<file path="config.mk">
export PLATFORM = sky130hd
export DESIGN_NAME = regfile_writeback
export DESIGN_NICKNAME = d
export VERILOG_FILES = /design/src/rtl/wb_pkg.sv /design/src/rtl/wb_scoreboard.sv /design/src/rtl/regfile_writeback.sv
export SDC_FILE = /design/constraint.sdc
export NUM_CORES = 1
export LEC_CHECK = 0
export CORE_ASPECT_RATIO = 1.2
export CORE_MARGIN = 2
export CORE_UTILIZATION = 50
export CTS_BUF_LIST = sky130_fd_sc_hd__clkbuf_8
export DETAILED_ROUTE_END_ITERATION = 10
export DONT_BUFFER_PORTS = 1
export GPL_TIMING_DRIVEN = 0
export PLACE_DENSITY = 0.69
export SYNTH_ARGS = -nofsm -noshare
export SYNTH_HDL_FRONTEND = slang
export SYNTH_HIERARCHICAL = 1
export SYNTH_SLANG_ARGS = --single-unit
</file>
<file path="constraint.sdc">
create_clock -name clk -period 8.2 [get_ports clk]
set_clock_uncertainty 0.1 [all_clocks]
set_input_delay 0.82 -clock clk [delete_from_list [all_inputs] [get_ports clk]]
set_output_delay 0.82 -clock clk [all_outputs]
set_load 0.02 [all_outputs]
</file>
<file path="src/rtl/wb_pkg.sv">
// Shared constants and types for the register-file writeback stage.
package wb_pkg;

    localparam int unsigned REG_ADDR_W = 5;
    localparam int unsigned NUM_REGS   = 32;

    // Which result channel owns the write port this cycle.
    typedef enum logic [1:0] {
        SRC_NONE,
        SRC_MEM,
        SRC_ALU
    } wb_src_t;

endpackage

</file>
<file path="src/rtl/wb_scoreboard.sv">
// Per-register busy tracking plus sticky double-issue / stray-writeback error flag.
module wb_scoreboard
    import wb_pkg::*;
#(
    parameter int unsigned NUM_REGS = 32
) (
    input  logic                  clk,
    input  logic                  rst,
    input  logic                  i_set_valid,
    input  logic [REG_ADDR_W-1:0] i_set_rd,
    input  logic                  i_clr_valid,
    input  logic [REG_ADDR_W-1:0] i_clr_rd,
    input  logic [REG_ADDR_W-1:0] i_rs1,
    input  logic [REG_ADDR_W-1:0] i_rs2,
    output logic                  o_rs1_busy,
    output logic                  o_rs2_busy,
    output logic                  o_sb_err
);

    logic [NUM_REGS-1:0] r_busy;
    logic [NUM_REGS-1:0] w_busy_nxt;
    logic                r_sb_err;
    logic                w_issue_err;
    logic                w_clr_err;

    // Register 0 never reports busy; addresses beyond NUM_REGS read as idle.
    function automatic logic busy_of(input logic [NUM_REGS-1:0] vec,
                                     input logic [REG_ADDR_W-1:0] rd);
        logic hit;
        hit = 1'b0;
        for (int unsigned i = 1; i < NUM_REGS; i++) begin
            if (rd == REG_ADDR_W'(i)) hit = vec[i];
        end
        return hit;
    endfunction

    // Next busy vector: clear first so a same-cycle issue to that register wins.
    always_comb begin
        w_busy_nxt = r_busy;
        for (int unsigned i = 1; i < NUM_REGS; i++) begin
            if (i_clr_valid && (i_clr_rd == REG_ADDR_W'(i))) w_busy_nxt[i] = 1'b0;
            if (i_set_valid && (i_set_rd == REG_ADDR_W'(i))) w_busy_nxt[i] = 1'b1;
        end
        w_busy_nxt[0] = 1'b0;
        w_issue_err = i_set_valid && (i_set_rd != '0) && busy_of(r_busy, i_set_rd)
                      && !(i_clr_valid && (i_clr_rd == i_set_rd));
        w_clr_err   = i_clr_valid && (i_clr_rd != '0) && !busy_of(r_busy, i_clr_rd);
    end

    // Busy bits and sticky error flag.
    always_ff @(posedge clk) begin
        if (rst) begin
            r_busy   <= '0;
            r_sb_err <= 1'b0;
        end else begin
            r_busy   <= w_busy_nxt;
            r_sb_err <= r_sb_err | w_issue_err | w_clr_err;
        end
    end

    assign o_rs1_busy = busy_of(r_busy, i_rs1);
    assign o_rs2_busy = busy_of(r_busy, i_rs2);
    assign o_sb_err   = r_sb_err;

endmodule

</file>
<file path="src/rtl/regfile_writeback.sv">
// Writeback arbiter: loads beat ALU results onto a registered register-file write port.
// Optional macro WB_STATS_EN adds a 32-bit count of write cycles on wb_count.
module regfile_writeback
    import wb_pkg::*;
#(
    parameter int unsigned XLEN     = 32,
    parameter int unsigned NUM_REGS = 32
) (
    input  logic                  clk,
    input  logic                  rst,
    input  logic                  alu_valid,
    output logic                  alu_ready,
    input  logic [REG_ADDR_W-1:0] alu_rd,
    input  logic [XLEN-1:0]       alu_data,
    input  logic                  mem_valid,
    output logic                  mem_ready,
    input  logic [REG_ADDR_W-1:0] mem_rd,
    input  logic [XLEN-1:0]       mem_data,
    input  logic                  issue_valid,
    input  logic [REG_ADDR_W-1:0] issue_rd,
    input  logic [REG_ADDR_W-1:0] rs1,
    input  logic [REG_ADDR_W-1:0] rs2,
    output logic                  rs1_busy,
    output logic                  rs2_busy,
    output logic                  wren,
    output logic [REG_ADDR_W-1:0] wd_reg,
    output logic [XLEN-1:0]       rdv,
    output logic                  sb_err
`ifdef WB_STATS_EN
    ,
    output logic [31:0]           wb_count
`endif
);

    wb_src_t               w_src;
    logic [REG_ADDR_W-1:0] w_rd;
    logic [XLEN-1:0]       w_data;
    logic                  w_write;
    logic                  r_wren;
    logic [REG_ADDR_W-1:0] r_wd_reg;
    logic [XLEN-1:0]       r_rdv;

    // Loads never stall, so the ALU channel is only ready when no load is offered.
    assign mem_ready = 1'b1;
    assign alu_ready = ~mem_valid;

    // Fixed-priority selection of the accepted transfer.
    always_comb begin
        w_src  = SRC_NONE;
        w_rd   = '0;
        w_data = '0;
        if (mem_valid) begin
            w_src  = SRC_MEM;
            w_rd   = mem_rd;
            w_data = mem_data;
        end else if (alu_valid) begin
            w_src  = SRC_ALU;
            w_rd   = alu_rd;
            w_data = alu_data;
        end
        w_write = (w_src != SRC_NONE) && (w_rd != '0);
    end

    // Write port register; address and data hold while idle, x0 writes are dropped.
    always_ff @(posedge clk) begin
        if (rst) begin
            r_wren   <= 1'b0;
            r_wd_reg <= '0;
            r_rdv    <= '0;
        end else begin
            r_wren <= w_write;
            if (w_write) begin
                r_wd_reg <= w_rd;
                r_rdv    <= w_data;
            end
        end
    end

    assign wren   = r_wren;
    assign wd_reg = r_wd_reg;
    assign rdv    = r_rdv;

    wb_scoreboard #(
        .NUM_REGS (NUM_REGS)
    ) u_scoreboard (
        .clk         (clk),
        .rst         (rst),
        .i_set_valid (issue_valid),
        .i_set_rd    (issue_rd),
        .i_clr_valid (w_write),
        .i_clr_rd    (w_rd),
        .i_rs1       (rs1),
        .i_rs2       (rs2),
        .o_rs1_busy  (rs1_busy),
        .o_rs2_busy  (rs2_busy),
        .o_sb_err    (sb_err)
    );

`ifdef WB_STATS_EN
    logic [31:0] r_wb_count;

    // Counts cycles in which the write port is active; wraps naturally.
    always_ff @(posedge clk) begin
        if (rst) r_wb_count <= '0;
        else if (r_wren) r_wb_count <= r_wb_count + 32'd1;
    end

    assign wb_count = r_wb_count;
`endif

endmodule

</file>
== Yosys cells after proc, flatten, opt, wreduce, memory -nomap -nowiden ==
Index checks and enable logic that the tools add are counted.
Storage, ports and cells
  flip-flop bits (word level): 70
  logic and storage cells: 460
  output and inout bits: 43
Cells by class
  reduce and logical (&&, ||, !) cells: 105
  bitwise logic cells: 3
  muxes and demuxes: 192
  equal/unequal tests: 125
Operators by type and width (count)
  $eq A5 B5 Y1 const B: 64
  $mux W1: 186
  $eq A5 B4 Y1 const B: 32
  $eq A5 B3 Y1 const B: 16
  $logic_and A1 B1 Y1: 69
  $mux W32: 2
  $reduce_bool A2 Y1: 32
  $eq A5 B2 Y1 const B: 8
  $eq A5 B1 Y1 const B: 4
  $mux W5: 2
  $reduce_bool A5 Y1: 2
  $eq A5 B5 Y1: 1
  $mux W2: 2
  $logic_not A1 Y1: 2
  $or A1 B1 Y1: 2
  $not A1 Y1: 1

== Logic depth before layout (Yosys ltp) ==
Gate-level depths: netlist (run 1).
  depth after elaboration: 37
  depth in mapped cells: 15

== Cells and area by module ==
Netlist (run 1), hierarchy kept.
Modules (own cells, without submodules)
  wb_scoreboard: cells each 458, times used 1, area an instance 3185.6 um2
  regfile_writeback: cells each 192, times used 1, area an instance 1991.9 um2

== Worst setup path after synthesis (run 1) ==
Ideal clock, no wire load.
  kind: input-to-output
  from: input port rs2[2]
  to: output port rs2_busy
  stages on the path: 7
  buffers on the path: 2
  required time: 7280 ps
  setup slack: 4770 ps
  data arrival time: 2510 ps
  cell sequence: clkbuf_1 clkbuf_1 nor3_1 o221ai_1 and3_1 o311a_1 a211oi_1
Between the ends
  word-level cells in the longest chain between the ends: 32
  elaborated cells on any way between the ends: 62
Ends and longest elaborated chain
  start: declaration: line regfile_writeback.sv:22  | input logic [REG_ADDR_W-1:0] rs2,
  $eq A5 B1 Y1: line wb_scoreboard.sv:32  | if (rd == REG_ADDR_W'(i)) hit = vec[i];
  $mux W1 (30 in series): line wb_scoreboard.sv:32
  $mux W1 *: line wb_scoreboard.sv:32
  end: declaration: line regfile_writeback.sv:24  | output logic rs2_busy,
Every way passes the cells marked *; elsewhere a longest branch is shown, timed or not.

== Worst setup path in the final report (run 1) ==
Same ends and word-level chain as after synthesis.

==> summary.md, run 1 <==
| Metric | Value |
|---|---|
| Worst Path Required | `~7.3 ns` |
| Seq/Total Area, Yosys | `0.271` |
| Area growth syn-to-layout | `6.23%` |
| Cells after Synth | `650` |
| Number of synthesized flops with an enable pin | `0` |
| Initial Util | `0.515` |
| Postcts setup bufs | `0` |
| Die width | `between 90 and 100 µm` |
| Setup crit start kind | `input port` |
| Hold Fails Final Rpt | `0` |
| CTS resizes | `0` |
| Finished Layout Cells | `roughly 790` |
| Critical path class | `input port to output pin` |
| WP data arrival | `approximately 2.7 ns` |
| DRC violations left | `0` |
| Diode count | `0` |
| Clock sinks | `70` |
| Fin nets | `755` |
| Largest net degree at the start of global routing | `12` |
| 1st-iter DRT viols | `between 600 and 700` |
| Drt via density | `between 6 and 7` |
| Post-DP HPWL | `13.3 mm` |
| First-pass GRT wire length | `around 28 mm` |
| Clk buf depth | `2` |
| Commonest cells after routing, fill and taps aside | `70 x dfxtp_1, 54 x o21ai_0, 52 x a21oi_1, 51 x nand2_1, 49 x inv_1` |
| Grt total ovfl | `0` |
| Least-Margin Pin Slew | `~0.69 ns` |
| Crit-path cells | `clkbuf_1, clkbuf_1, nor3_1, o221ai_1, and3_1, o311a_1, a211oi_1` |
| Synthesized area per cell | `approximately 8.0 µm²` |
| Final period utilization | `0.446` |
| Port-buffer cells | `0` |
| Setup TNS | `0 ns` |
| TritonCTS buffer count | `9` |
| Io pins | `roughly 140` |
| Lkg Pwr | `about 1.9 nW` |
| GRT Util Overall | `0.310` |
| Vias in the first global route | `about 5400` |
| Maximum VDD drop | `between 0.0001 and 0.00015 V` |
| Placer Congestion | `1.01` |
| Critical Path Sink Type | `output pin` |
| Maximum fanout along the worst path | `10` |
| HP Class | `register to register` |
| Initial antenna violation count | `0` |
| Die height | `~120 µm` |
| # Max-Cap Violations | `0` |
| Pins Over Slew Limit | `0` |
| H-tree Lvls | `3` |
| Number of flip-flops in the largest register | `32` |
| Row cnt | `40` |
| Post-synthesis cell type count | `67` |
| Fmax | `~270 MHz` |
| Outcome | `finished clean` |
| CTS tree | `yes` |
| FFs w/ async S/R, synth | `0` |
| Die Area | `11200 µm²` |
| Register bit total from synthesis | `70` |
| Top_reg_cell synth | `dfxtp_1` |
| DR pass1 iterations | `9` |
| Vias | `~5400` |
| Slowest CP cell | `a211oi_1` |
| Worst rel slew slack | `0.538` |
| Final ANT Viol Nets | `0` |
| CP max stage delay | `0.59 ns` |
| Core Footprint | `10100 µm²` |
| Synth warnings | `6` |
| Fraction of layout instances using a drive strength above 1 | `0.138` |
| Number of fill cells in the layout | `slightly below 1000` |
| Routed wire length | `around 18 mm` |
| Fin crit period | `3.66 ns` |
| Hold depth | `2` |
| Most used cell, CP | `clkbuf_1` |
| Final Setup Violations | `0` |
| RSZ-0062 raised after global routing | `false` |
| Syn Nets | `744` |
| Worst-path clk slew | `0.07 ns` |
| Leading cell type in the layout, fill and taps excluded | `dfxtp_1` |
| R2R setup slack | `around 6.0 ns` |
| Cell Pwr Density | `152 nW/µm²` |
| Placed Cells incl. Taps | `around 780` |
| Routed WL per cell | `approximately 22 µm` |
| Post-Syn Area | `roughly 5200 µm²` |
| CTS Hold Bufs | `0` |
| Root buf cell | `clkbuf_8` |
| Clock Latency Late Sink | `between 0.3 and 0.4 ns` |
| Worst reg-to-reg path cell count | `6` |
==> final timing paths <==
| check | from | end |
|---|---|---|
| setup reg to reg | u_scoreboard/r_busy[8] | u_scoreboard/o_sb_err |
| hold reg to reg | rdv[0] | rdv[0] |
| hold / removal | rdv[0] | rdv[0] |
| setup / recovery | rs2[2] | rs2_busy |
==> layout make-up <==
class / instances / area [µm²] / area share
Buffer: 61 / 375 / 0.0682
Clock buffer: 10 / 138 / 0.0250
Clock inverter: 5 / 27.5 / 0.00500
Inverter: 49 / 184 / 0.0334
Multi-Input combinational cell: 470 / 3220 / 0.585
Sequential cell: 70 / 1400 / 0.255
Tap cell: 126 / 158 / 0.0287
==> logic make-up (layout without fill, tap and decap cells) <==
group / Yosys count / count (layout) / synth area share
buffers and inverters: 110 / 125 / 0.108
other: 1 / 1 / 0.000724
muxes: 32 / 32 / 0.0735
xor gates and xnor gates: 6 / 6 / 0.0101
AOI/OAI and AO/OA: 245 / 245 / 0.356
and+or+nand+nor: 186 / 186 / 0.181
DFF: 70 / 70 / 0.271
==> Yosys cell counts (all sizes together) (8+ instances only) <==
cell type / n / share of area
dfxtp: 70 / 0.27
o21ai: 54 / 0.052
nand3: 24 / 0.023
nor2b: 13 / 0.016
nand2: 51 / 0.037
a222oi: 32 / 0.062
clkbuf: 22 / 0.016
a21oi: 52 / 0.050
nand2b: 13 / 0.016
inv: 48 / 0.035
mux2: 12 / 0.027
mux2i: 17 / 0.033
and3: 8 / 0.0097
buf: 39 / 0.056
a211oi: 40 / 0.085
nor2: 39 / 0.028
==> where the power goes <==
part           internal, mW  switching [mW]  leakage, nW
sequential            0.359          0.0389        0.574
combinational        0.0768           0.123         1.23
clock                 0.114           0.126       0.0931
total                 0.550           0.288         1.90
==> worst max-delay path: cells and delay by family <==
| family | cells | cell delay, ns |
|---|---|---|
| compound gates | 3 | 1.07 |
| simple gates | 2 | 0.43 |
| buf+inv | 2 | 0.41 |
==> stage by stage <==
step	area (µm²)	power, mW	setup WS (ns)	util	hold WS, ns
6_report	5500	0.839	4.54	0.547	0.459
5_1_grt	5500	0.877	4.38	0.547	0.480
4_1_cts	5500	0.842	4.53	0.547	0.456
3_5_place_dp	5340	0.602	4.41	0.530	0.442
3_3_place_gp	5340	0.598	4.43	0.530	0.428
2_1_floorplan	5180	0.555	4.77	-	0.375
==> per-layer routing <==
metal  wire [µm]  vias up  GRT usage
met2        8640      343      0.554
met3        1630       78     0.0694
met1        6410     2492      0.338
met5           0        -          0
li1            -     2462          -
met4        1020        0      0.190
(Power assumes the default switching activity.)
==> inputs of run 2 (changes only) <==
--- a/config.mk
+++ b/config.mk
@@ -12,7 +12,7 @@
 export DETAILED_ROUTE_END_ITERATION = 10
 export DONT_BUFFER_PORTS = 1
 export GPL_TIMING_DRIVEN = 0
-export PLACE_DENSITY = 0.69
+export PLACE_DENSITY = 0.72
 export SYNTH_ARGS = -nofsm -noshare
 export SYNTH_HDL_FRONTEND = slang
 export SYNTH_HIERARCHICAL = 1
==> constraint.sdc (replaced) <==
create_clock -name clk -period 3.32 [get_ports clk]
set_clock_uncertainty 0.1 [all_clocks]
set_input_delay 0.332 -clock clk [delete_from_list [all_inputs] [get_ports clk]]
set_output_delay 0.332 -clock clk [all_outputs]
set_load 0.02 [all_outputs]
==> run 2 against run 1 <==
Effect of this change: sequential share of layout area down 0.26 points; hold slack got worse by 0.30 ns; total power grew to 2.7 times the previous value; core utilization up 0.57 points; sequential cell count did not move; critical path depth is 8 higher; largest power group unchanged; design area is 1.0% higher; clock power grew to 3.3 times the previous value; clock-buffer cell count unchanged; final cell count grew 0.13%; combinational power is 150% higher; die area is the same.
==> summary.md, run 2 (same netlist as run 1, synthesis figures left out) <==
| Metric | Value |
|---|---|
| Slowest CP cell | `buf_1 (was a211oi_1)` |
| Crit-path leading delay family | `buffers and inverters (was compound AO/OA/AOI/OAI gates)` |
| DR pass1 iterations | `8 (was 9)` |
| Diode count | `0 (unchanged)` |
| Min-delay src | `alu_data[12] (was rdv[0])` |
| Fin crit period | `around 3 ns` |
| Outcome | `finished clean (unchanged)` |
| Worst rel slew slack | `0.534 (was 0.538)` |
| CP max stage delay | `0.41 ns (was 0.59 ns)` |
| WP data arrival | `3.14 ns (was 2.74 ns)` |
| Clk buf depth | `2 (unchanged)` |
| Initial Util | `0.515 (unchanged)` |
| RSZ-0062 raised after global routing | `false (unchanged)` |
| Post-layout util | `0.552 (was 0.547)` |
| Routed WL per cell | `22.2 µm (was 22.4 µm)` |
| Worst Path Required | `3.46 ns (was 7.28 ns)` |
| Die width | `96.9 µm (unchanged)` |
| Pins Over Slew Limit | `0 (unchanged)` |
| CTS resizes | `0 (unchanged)` |
| Vias in the first global route | `5134 (was 5384)` |
| Drt via density | `6.80 (about the same)` |
| CTS tree | `yes (unchanged)` |
| Io pins | `137 (unchanged)` |
| Fraction of layout instances using a drive strength above 1 | `0.140 (was 0.138)` |
| CP Launch Point | `mem_valid (was rs2[2])` |
| Root buf cell | `clkbuf_8 (unchanged)` |
| Clock share of power | `0.346 (was 0.287)` |
| Number of fill cells in the layout | `915 (was 987)` |
| Hold Fails Final Rpt | `0 (unchanged)` |
| Number of flip-flops in the largest register | `32 (unchanged)` |
| Maximum fanout along the worst path | `10 (unchanged)` |
| DRC violations left | `0 (unchanged)` |
| Comb power frac | `0.218 (was 0.239)` |
| Clock sinks | `70 (unchanged)` |
| Crit-path cells | `buf_2, nor2b_1, buf_2, a22oi_1, buf_2, buf_2, inv_1, buf_1, buf_2, nand3b_1, o2111ai_1, o41ai_1, nor2_1, o211ai_1, a32o_1 (was clkbuf_1, clkbuf_1, nor3_1, o221ai_1, and3_1, o311a_1, a211oi_1)` |
| Final Setup Violations | `0 (unchanged)` |
| Cell Pwr Density | `406 nW/µm² (was 152 nW/µm²)` |
| Final ANT Viol Nets | `0 (unchanged)` |
| WP buf/inv | `7 (was 2)` |
| HP Class | `input port to register (was register to register)` |
| Routed wire length | `17.6 mm (was 17.7 mm)` |
| Fmax | `about 330 MHz` |
| GRT Util Overall | `0.299 (was 0.310)` |
| Most used cell, CP | `buf_2 (was clkbuf_1)` |
| Flop pwr share | `0.436 (was 0.475)` |
| Grt total ovfl | `0 (unchanged)` |
| Maximum VDD drop | `0.000356 V (was 0.000128 V)` |
| Critical path class | `input port to register (was input port to output pin)` |
| Die height | `115 µm (unchanged)` |
| Commonest cells after routing, fill and taps aside | `70 x dfxtp_1, 54 x o21ai_0, 52 x a21oi_1, 51 x nand2_1, 49 x inv_1 (unchanged)` |
| Fin nets | `755 (unchanged)` |
| Vias | `5383 (was 5375)` |
| Core Footprint | `10100 µm² (unchanged)` |
| Setup TNS | `0 ns (unchanged)` |
| H-tree Lvls | `3 (unchanged)` |
| Largest net degree at the start of global routing | `13 (was 12)` |
| Row cnt | `40 (unchanged)` |
| 1st-iter DRT viols | `584 (was 647)` |
| Lkg Pwr | `1.92 nW (was 1.90 nW)` |
| TritonCTS buffer count | `9 (unchanged)` |
| Switching power | `736 µW (was 288 µW)` |
| Postcts setup bufs | `0 (unchanged)` |
| Final period utilization | `0.903` |
| Clock Latency Late Sink | `0.34 ns (was 0.35 ns)` |
| Port-buffer cells | `0 (unchanged)` |
| Critical Path Sink Type | `register (was output pin)` |
| Switching Fraction | `0.326 (was 0.344)` |
| # Max-Cap Violations | `0 (unchanged)` |
| Internal power | `1.52 mW (was 550 µW)` |
| Placer Congestion | `1.04 (was 1.01)` |
| Leading cell type in the layout, fill and taps excluded | `dfxtp_1 (unchanged)` |
| Die Area | `11200 µm² (unchanged)` |
| Least-Margin Pin Slew | `0.700 ns (was 0.689 ns)` |
| Setup crit start kind | `input port (unchanged)` |
| Worst-path clk slew | `0.09 ns (was 0.07 ns)` |
| Post-DP HPWL | `13.0 mm (was 13.3 mm)` |
| CTS Hold Bufs | `0 (unchanged)` |
| First-pass GRT wire length | `26.8 mm (was 27.7 mm)` |
| Area growth syn-to-layout | `7.35% (was 6.23%)` |
| R2R setup slack | `1.12 ns (was 6.02 ns)` |
| Worst R2R Start | `u_scoreboard/r_busy[11] (was u_scoreboard/r_busy[8])` |
| Initial antenna violation count | `0 (unchanged)` |
## run 2: cell types whose count changed in the layout (fill, tap and decap cells not counted), sizes merged
cell,previous run,this run
bufinv,0,2
clkinvlp,0,1
clkinv,5,2
inv,49,50
## run 2: worst reg2reg max path, cell delays in order, from the launching register on
cell     delay (ns)
dfxtp_1        0.41
mux4_2         0.50
a22oi_1        0.20
nor3b_1        0.07
nor4_1         0.31
o21ai_0        0.24
a32o_1         0.27
## run 2: power groups by stage
stage          Clock (mW)  Combinational [mW]  Sequential (mW)
6_report            0.780               0.492            0.983
5_1_grt             0.820               0.531            0.988
4_1_cts             0.780               0.483            0.982
3_5_place_dp            0               0.481             1.00
3_3_place_gp            0               0.472             1.00
2_1_floorplan           0               0.386            0.984
## run 2: worst paths after layout
check	depth (start not counted)	to
setup / recovery	15	u_scoreboard/o_sb_err
hold / removal	2	rdv[12]
setup reg to reg	6	u_scoreboard/o_sb_err
hold reg to reg	2	u_scoreboard/r_busy[27]
## run 2: final cells by class
class                      instances  area (µm²)  area share
sequential                        70        1400       0.252
tap                              126         158      0.0284
clock buffer                      10         138      0.0248
inverter                          49         184      0.0331
clock inverter                     6        85.1      0.0153
buffer                            61         375      0.0675
multi-input combinational        470        3220       0.579
## run 2: layer usage
metal	vias up	global-route usage	wire, µm
li1	2473	-	-
met3	59	0.0579	1710
met4	0	0.162	800
met5	-	0	0
met2	351	0.540	8610
met1	2500	0.335	6470
## run 2: through the flow
| stage | cell area, µm² | setup WS, ns | power (mW) | instances | hold WS [ns] |
|---|---|---|---|---|---|
| final | 5560 | 0.322 | 2.25 | 792 | 0.154 |
| after global routing | 5560 | 0.123 | 2.34 | 792 | 0.148 |
| after CTS | 5560 | 0.390 | 2.25 | 792 | 0.150 |
| after detailed placement | 5340 | 0.0143 | 1.48 | 776 | 0.430 |
| after global placement | 5340 | 0.0422 | 1.47 | 776 | 0.421 |
| after floorplan | 5180 | 0.555 | 1.37 | 650 | 0.375 |
